**src/rtl/shake_pkg.sv**
```systemverilog
// ---------------------------------------------------------------------------
// shake_pkg
// Shared constants and types for the SHAKE squeeze datapath.
//   SHAKE_RATE         rate portion of the Keccak state in bits (SHAKE256)
//   SHAKE_STATE_WIDTH  full Keccak state width in bits
//   SHAKE_WORD_WIDTH   width of one streamed output word (one Keccak lane)
//   SHAKE_LEN_WIDTH    width of the requested output length, in words
//   SHAKE_WPB          words per rate block
//   sq_state_t         squeeze controller states
// ---------------------------------------------------------------------------
package shake_pkg;

    localparam int SHAKE_RATE        = 1088;
    localparam int SHAKE_STATE_WIDTH = 1600;
    localparam int SHAKE_WORD_WIDTH  = 64;
    localparam int SHAKE_LEN_WIDTH   = 16;
    localparam int SHAKE_WPB         = SHAKE_RATE / SHAKE_WORD_WIDTH;

    typedef enum logic [2:0] {
        IDLE,
        STREAM,
        PERM_REQ,
        PERM_WAIT,
        DONE
    } sq_state_t;

endpackage

```
**src/rtl/squeeze_word_mux.sv**
```systemverilog
// ---------------------------------------------------------------------------
// squeeze_word_mux
// Combinational lane select: picks word number idx out of the captured rate
// block, lane 0 in the least significant bits (little-endian lane order).
//   rate_data  in   RATE         captured rate block
//   idx        in   IDX_W        lane index, 0 .. RATE/WORD_WIDTH-1
//   word       out  WORD_WIDTH   selected lane; zero for an out-of-range index
// ---------------------------------------------------------------------------
module squeeze_word_mux
    import shake_pkg::*;
#(
    parameter int RATE       = SHAKE_RATE,
    parameter int WORD_WIDTH = SHAKE_WORD_WIDTH,
    parameter int WPB        = RATE / WORD_WIDTH,
    parameter int IDX_W      = $clog2(WPB)
) (
    input  logic [RATE-1:0]       rate_data,
    input  logic [IDX_W-1:0]      idx,
    output logic [WORD_WIDTH-1:0] word
);

    // A one-hot style compare per lane keeps every index in range, so a
    // non-power-of-two lane count never selects past the top of the block.
    always_comb begin
        word = '0;
        for (int i = 0; i < WPB; i++) begin
            if (idx == IDX_W'(i)) begin
                word = rate_data[i*WORD_WIDTH +: WORD_WIDTH];
            end
        end
    end

endmodule

```
**src/rtl/squeeze_stream.sv**
```systemverilog
// ---------------------------------------------------------------------------
// squeeze_stream
// Multi-block SHAKE squeeze engine. Captures the rate part of the Keccak
// state, streams it out one lane per valid/ready handshake and asks the
// permutation core for a fresh state whenever a rate block runs out before
// the requested length has been delivered.
//   clk            in   1            clock, rising edge
//   reset_n        in   1            synchronous reset, active low
//   squeeze_start  in   1            start pulse, only honoured in IDLE
//   out_len_words  in   LEN_WIDTH    requested output length in words
//   state_in       in   STATE_WIDTH  Keccak state from the permutation core
//   perm_req       out  1            one-cycle request to permute again
//   perm_done      in   1            permutation finished, state_in valid
//   out_word       out  WORD_WIDTH   output word
//   out_valid      out  1            out_word valid
//   out_ready      in   1            consumer accepts out_word
//   out_last       out  1            out_word is the final word
//   busy           out  1            engine is not idle
//   squeeze_done   out  1            one-cycle pulse when the request is done
// ---------------------------------------------------------------------------
module squeeze_stream
    import shake_pkg::*;
#(
    parameter int RATE        = SHAKE_RATE,
    parameter int STATE_WIDTH = SHAKE_STATE_WIDTH,
    parameter int WORD_WIDTH  = SHAKE_WORD_WIDTH,
    parameter int LEN_WIDTH   = SHAKE_LEN_WIDTH
) (
    input  logic                   clk,
    input  logic                   reset_n,
    input  logic                   squeeze_start,
    input  logic [LEN_WIDTH-1:0]   out_len_words,
    input  logic [STATE_WIDTH-1:0] state_in,
    output logic                   perm_req,
    input  logic                   perm_done,
    output logic [WORD_WIDTH-1:0]  out_word,
    output logic                   out_valid,
    input  logic                   out_ready,
    output logic                   out_last,
    output logic                   busy,
    output logic                   squeeze_done
);

    localparam int WPB   = RATE / WORD_WIDTH;
    localparam int IDX_W = $clog2(WPB);
    localparam logic [IDX_W-1:0] LAST_IDX = IDX_W'(WPB - 1);

    sq_state_t              state_q, state_d;
    logic [RATE-1:0]        rate_buf_q, rate_buf_d;
    logic [IDX_W-1:0]       idx_q, idx_d;
    logic [LEN_WIDTH-1:0]   rem_q, rem_d;
    logic                   out_valid_q, out_valid_d;
    logic                   out_last_q, out_last_d;
    logic                   perm_req_q, perm_req_d;
    logic                   busy_q, busy_d;
    logic                   squeeze_done_q, squeeze_done_d;
    logic                   handshake;
    logic [WORD_WIDTH-1:0]  lane_word;

    // The capacity part of the state never leaves this block.
    logic                   unused_capacity;
    assign unused_capacity = ^state_in[STATE_WIDTH-1:RATE];

    // out_valid_q is high exactly while the controller sits in STREAM.
    assign handshake = out_valid_q && out_ready;

    // Next-state and datapath updates. idx stays parked on the last lane
    // after the block is exhausted and is only rewound when a new block
    // arrives, so it never wraps on its own.
    always_comb begin
        state_d    = state_q;
        rate_buf_d = rate_buf_q;
        idx_d      = idx_q;
        rem_d      = rem_q;
        unique case (state_q)
            IDLE: begin
                if (squeeze_start) begin
                    rate_buf_d = state_in[RATE-1:0];
                    idx_d      = '0;
                    rem_d      = out_len_words;
                    state_d    = (out_len_words != '0) ? STREAM : DONE;
                end
            end
            STREAM: begin
                if (handshake) begin
                    rem_d = rem_q - LEN_WIDTH'(1);
                    if (idx_q != LAST_IDX) begin
                        idx_d = idx_q + IDX_W'(1);
                    end
                    if (rem_q == LEN_WIDTH'(1)) begin
                        state_d = DONE;
                    end else if (idx_q == LAST_IDX) begin
                        state_d = PERM_REQ;
                    end
                end
            end
            PERM_REQ: begin
                state_d = PERM_WAIT;
            end
            PERM_WAIT: begin
                if (perm_done) begin
                    rate_buf_d = state_in[RATE-1:0];
                    idx_d      = '0;
                    state_d    = STREAM;
                end
            end
            DONE: begin
                state_d = IDLE;
            end
            default: begin
                state_d = IDLE;
            end
        endcase
    end

    // Outputs are decoded from the next state so they come straight out of
    // flops; out_last follows the remaining count that STREAM will see.
    always_comb begin
        out_valid_d    = (state_d == STREAM);
        out_last_d     = (state_d == STREAM) && (rem_d == LEN_WIDTH'(1));
        perm_req_d     = (state_d == PERM_REQ);
        squeeze_done_d = (state_d == DONE);
        busy_d         = (state_d != IDLE);
    end

    always_ff @(posedge clk) begin
        if (!reset_n) begin
            state_q        <= IDLE;
            rate_buf_q     <= '0;
            idx_q          <= '0;
            rem_q          <= '0;
            out_valid_q    <= 1'b0;
            out_last_q     <= 1'b0;
            perm_req_q     <= 1'b0;
            busy_q         <= 1'b0;
            squeeze_done_q <= 1'b0;
        end else begin
            state_q        <= state_d;
            rate_buf_q     <= rate_buf_d;
            idx_q          <= idx_d;
            rem_q          <= rem_d;
            out_valid_q    <= out_valid_d;
            out_last_q     <= out_last_d;
            perm_req_q     <= perm_req_d;
            busy_q         <= busy_d;
            squeeze_done_q <= squeeze_done_d;
        end
    end

    squeeze_word_mux #(
        .RATE       (RATE),
        .WORD_WIDTH (WORD_WIDTH),
        .WPB        (WPB),
        .IDX_W      (IDX_W)
    ) u_word_mux (
        .rate_data (rate_buf_q),
        .idx       (idx_q),
        .word      (lane_word)
    );

    // idx and the buffer only move on handshakes or block captures, so the
    // word is stable whenever the consumer stalls.
    assign out_word     = out_valid_q ? lane_word : '0;
    assign out_valid    = out_valid_q;
    assign out_last     = out_last_q;
    assign perm_req     = perm_req_q;
    assign busy         = busy_q;
    assign squeeze_done = squeeze_done_q;

endmodule
```
**config.mk**
```make
export PLATFORM = sky130hd
export DESIGN_NAME = squeeze_stream
export DESIGN_NICKNAME = d
export VERILOG_FILES = /design/src/rtl/shake_pkg.sv /design/src/rtl/squeeze_word_mux.sv /design/src/rtl/squeeze_stream.sv
export SDC_FILE = /design/constraint.sdc
export NUM_CORES = 2
export LEC_CHECK = 0
export CAP_MARGIN = 25
export CORE_AREA = 2 2 657 659
export DETAILED_ROUTE_END_ITERATION = 8
export DIE_AREA = 0 0 659 661
export SYNTH_ARGS = -nofsm -noshare
export SYNTH_HDL_FRONTEND = slang
export SYNTH_SLANG_ARGS = --single-unit
```
**constraint.sdc**
```tcl
create_clock -name clk -period 3.5 [get_ports clk]
set_input_delay 0.525 -clock clk [delete_from_list [all_inputs] [get_ports clk]]
set_output_delay 0.525 -clock clk [all_outputs]
set_load 0.01 [all_outputs]
```
==> flow_metrics.py <==
metrics = {
    "drt": {
        "routed_wl_um": 427000,
        "drt_iter0_markers": 5951,
        "ant_nets": 0,
        "num_vias": 59400,
        "wl_per_cell_um": 29.6,
        "viasPerCell": 4.12,
        "drc_errors": 0,
        "drt-pass1-iter-count": 6,
    },
    "critical_path": {
        "slowest_stage": "dfxtp_4",
        "cp.arrival_ns": 3.95,
        "r2r_slack_ns": 0.39,
        "cp.required_ns": 2.97,
        "critPathCaptureType": "output pin",
        "path_class": "reg -> out",
        "crit_chain": "inv_4 -> ha_4 -> nor4bb_4 -> nor2_4 -> buf_12 -> buf_6 -> buf_6 -> nand4_1 -> buf_6 -> a221o_1 -> a31oi_4 -> buf_6 -> a311o_1 -> a41oi_2 -> buf_2",
        "crit_buf_inv": 7,
        "cp_common_cell": "buf_6",
        "r2r_cells": 13,
        "timing.rr.start": "idx_q[0]",
        "crit_fanout": 5,
        "critical-path-top-delay-family": "buffers and inverters",
        "max_stage_delay_ns": 0.38,
        "reg2reg_to": "idx_q[1]",
        "start_kind": "flip-flop",
    },
    "global_route": {
        "grt_max_degree": 141,
        "grt_pass1_vias": 55600,
        "grt_pass1_wl_um": 536000,
        "grtUsageTotal": 0.185,
        "antenna_found_initial": 470,
        "grt_overflow_total": 0,
    },
    "place": {
        "post-place-ws_ns": -1.59,
        "place_hpwl_um": 351000,
        "place.gp.congestion": 0.920,
        "numPortBuffers": 1177,
    },
    "worst_hold_path": {
        "min_path_cells": 3,
        "min_to": "rate_buf_q[570]",
        "hp-start": "state_in[570]",
        "hold_class": "in -> reg",
    },
    "final_layout": {
        "layout_commonest_cell": "nand2_1",
        "multi_input_area_mm2": 0.0300,
        "register_area_mm2": 0.0224,
        "final_cell_mix": "nand2_1, clkdlybuf4s50_1, dfxtp_1",
        "fillerInstances": 47600,
        "syn_to_final_growth_pct": 68.7,
        "final_core_util": 0.202,
        "layout.nets": 10100,
        "drive_gt1_frac": 0.193,
    },
    "pwr": {
        "p_leak_uw": 0.0311,
        "power_density_mw_per_mm2": 405,
        "peakVddDrop_mv": 0.332,
    },
    "timing": {
        "rsz0062_at_grt": "true",
        "drv_slew": 0,
        "finalCritPeriodShare": 1.28,
        "setup_viol": 64,
        "tightest_slew_ns": 0.868,
        "fmax_ghz": 0.224,
        "slew_headroom": 0.414,
        "fin_crit_ns": 4.47,
        "tns_ns": -50.34,
        "finClkSkew_ns": 0.0735,
        "timing.final.ws_setup_ns": -0.974,
        "hold_viol": 0,
    },
    "logic_synthesis": {
        "ys_ff_latch": 1117,
        "syn_area_mm2": 0.0515,
        "syn_avg_cell_area_um2": 7.60,
        "synth_edf_count": 0,
        "syn-instance-count": 6774,
        "ys_seq_area_frac": 0.434,
        "yosysWarnings": 0,
        "synth.net_count": 8402,
        "async_reset_ff_frac": 0,
        "synth_flop_cell": "dfxtp_1",
        "yosysUniqueCellTypes": 85,
    },
    "clock_tree": {
        "cts_max_path_buffers": 4,
        "cts_hold_buf": 0,
        "cts.htree.levels": 4,
        "clk_pin_slew_worst_paths_ns": 0.06,
        "cts_tree": "built",
        "numCtsBuffers": 148,
        "clock_latency_ns": 0.89,
        "clock-sinks": 1117,
        "clockRootBuffer": "clkbuf_16",
    },
    "run_status": {
        "outcome": "finished with violations",
        "violations": "setup timing",
    },
    "floorplan": {
        "num_rows": 241,
        "core_area_mm2": 0.429,
        "die_area_mm2": 0.436,
        "initial_core_util": 0.120,
        "die_height_um": 661,
        "ioPinCount": 1690,
        "die_x_um": 659,
    },
    "job": {
        "maxCapViolations": 0,
    },
}
==> logic make-up (layout without fill, tap and decap cells) <==
| kind of cell | count (synthesis) | after routing | share of synthesized area |
|---|---|---|---|
| simple gates | 3017 | 3017 | 0.237 |
| compound gates | 1980 | 1980 | 0.274 |
| flops | 1117 | 1117 | 0.434 |
| buf+inv | 613 | 2401 | 0.0457 |
| mux | 37 | 37 | 0.00722 |
| fa+ha+maj | 7 | 7 | 0.00170 |
| xor+xnor | 3 | 3 | 0.000511 |
| other cells | 0 | 128 | 0 |
==> flip-flops by register name, summed over array words and instances (netlist names) <==
register	cells
out_valid	1
rate_buf_q	1088
busy	1
squeeze_done	1
idx_q	5
state_q	3
perm_req	1
rem_q	16
out_last	1
==> worst min-delay path, stage by stage <==
cell,delay [ns]
clkdlybuf4s50_1,0.40
nand2_1,0.05
a21boi_0,0.06
==> cells in the mapped netlist, drive strengths merged, types with 10 or more instances <==
| cell | n | area [um2] |
|---|---|---|
| a311o | 31 | 310 |
| o221ai | 50 | 438 |
| nand3 | 45 | 225 |
| nor4bb | 10 | 100 |
| nor2 | 137 | 514 |
| a221o | 45 | 450 |
| nor3 | 58 | 295 |
| a31oi | 49 | 307 |
| nor2b | 55 | 344 |
| a41oi | 30 | 263 |
| nand2 | 2566 | 9630 |
| nand4 | 35 | 219 |
| dfxtp | 1117 | 22400 |
| nand3b | 11 | 82.6 |
| a211oi | 16 | 120 |
| mux2i | 36 | 360 |
| a21boi | 1091 | 8190 |
| o21ai | 252 | 1260 |
| nor4 | 20 | 131 |
| clkbuf | 559 | 2100 |
| and2 | 15 | 93.8 |
| a221oi | 63 | 552 |
| o22ai | 58 | 363 |
| o211ai | 33 | 248 |
| a21oi | 188 | 941 |
| a22oi | 13 | 97.6 |
| buf | 40 | 198 |
| inv | 14 | 52.6 |
==> worst max path at each step <==
| stage | start | end | slack (ns) | cells after the start |
|---|---|---|---|---|
| 2_1_floorplan | idx_q[0] | out_word[33] | 0.20 | 12 |
| 3_3_place_gp | idx_q[1] | out_word[11] | -2.36 | 12 |
| 3_5_place_dp | idx_q[0] | out_word[11] | -1.59 | 13 |
| 4_1_cts | idx_q[1] | out_word[55] | -1.11 | 15 |
| 5_1_grt | idx_q[1] | out_word[38] | -1.03 | 14 |
| 6_report | idx_q[1] | out_word[41] | -0.97 | 15 |
==> layer usage <==
layer  vias up  track usage  routed length (um)
met4       316       0.0829               23000
met1     28200        0.223              169000
met2      3122        0.265              170000
met3      1087        0.104               62400
met5         -            0                2020
li1      26600            -                   -
==> layout make-up <==
cell class              instances  area share
multi-input cells            5044       0.345
diodes                        128     0.00369
repair buffers               2125       0.253
flip-flops and latches       1117       0.258
clock buffers                 207      0.0496
clock inverters                55     0.00772
inverters                      14    0.000663
well taps                    5710      0.0823
==> stage by stage <==
stage                     power [uW]  cells  hold WS (ns)  area [um2]
after floorplan                15900   6774         0.438       51500
after global placement         19100  13800         0.449       75700
after detailed placement       19100  13800         0.455       75700
after CTS                      35400  14200         0.150       84300
after global routing           36300  14300         0.176       86600
final                          35100  14400         0.199       86800
==> power by group <==
group / leakage (uW) / internal [uW] / switching, uW
sequential: 0.00918 / 13500 / 627
clock: 0.00244 / 9320 / 6690
combinational: 0.0195 / 2430 / 2550
==> repair_timing <==
item                       in CTS  in global routing
cloned                         11                 10
buffers inserted              109                105
pin swaps                     164                195
gates resized for setup       828                320
setup endpoints to repair      64                 64
No activity file was read; power rests on OpenSTA's default activity.
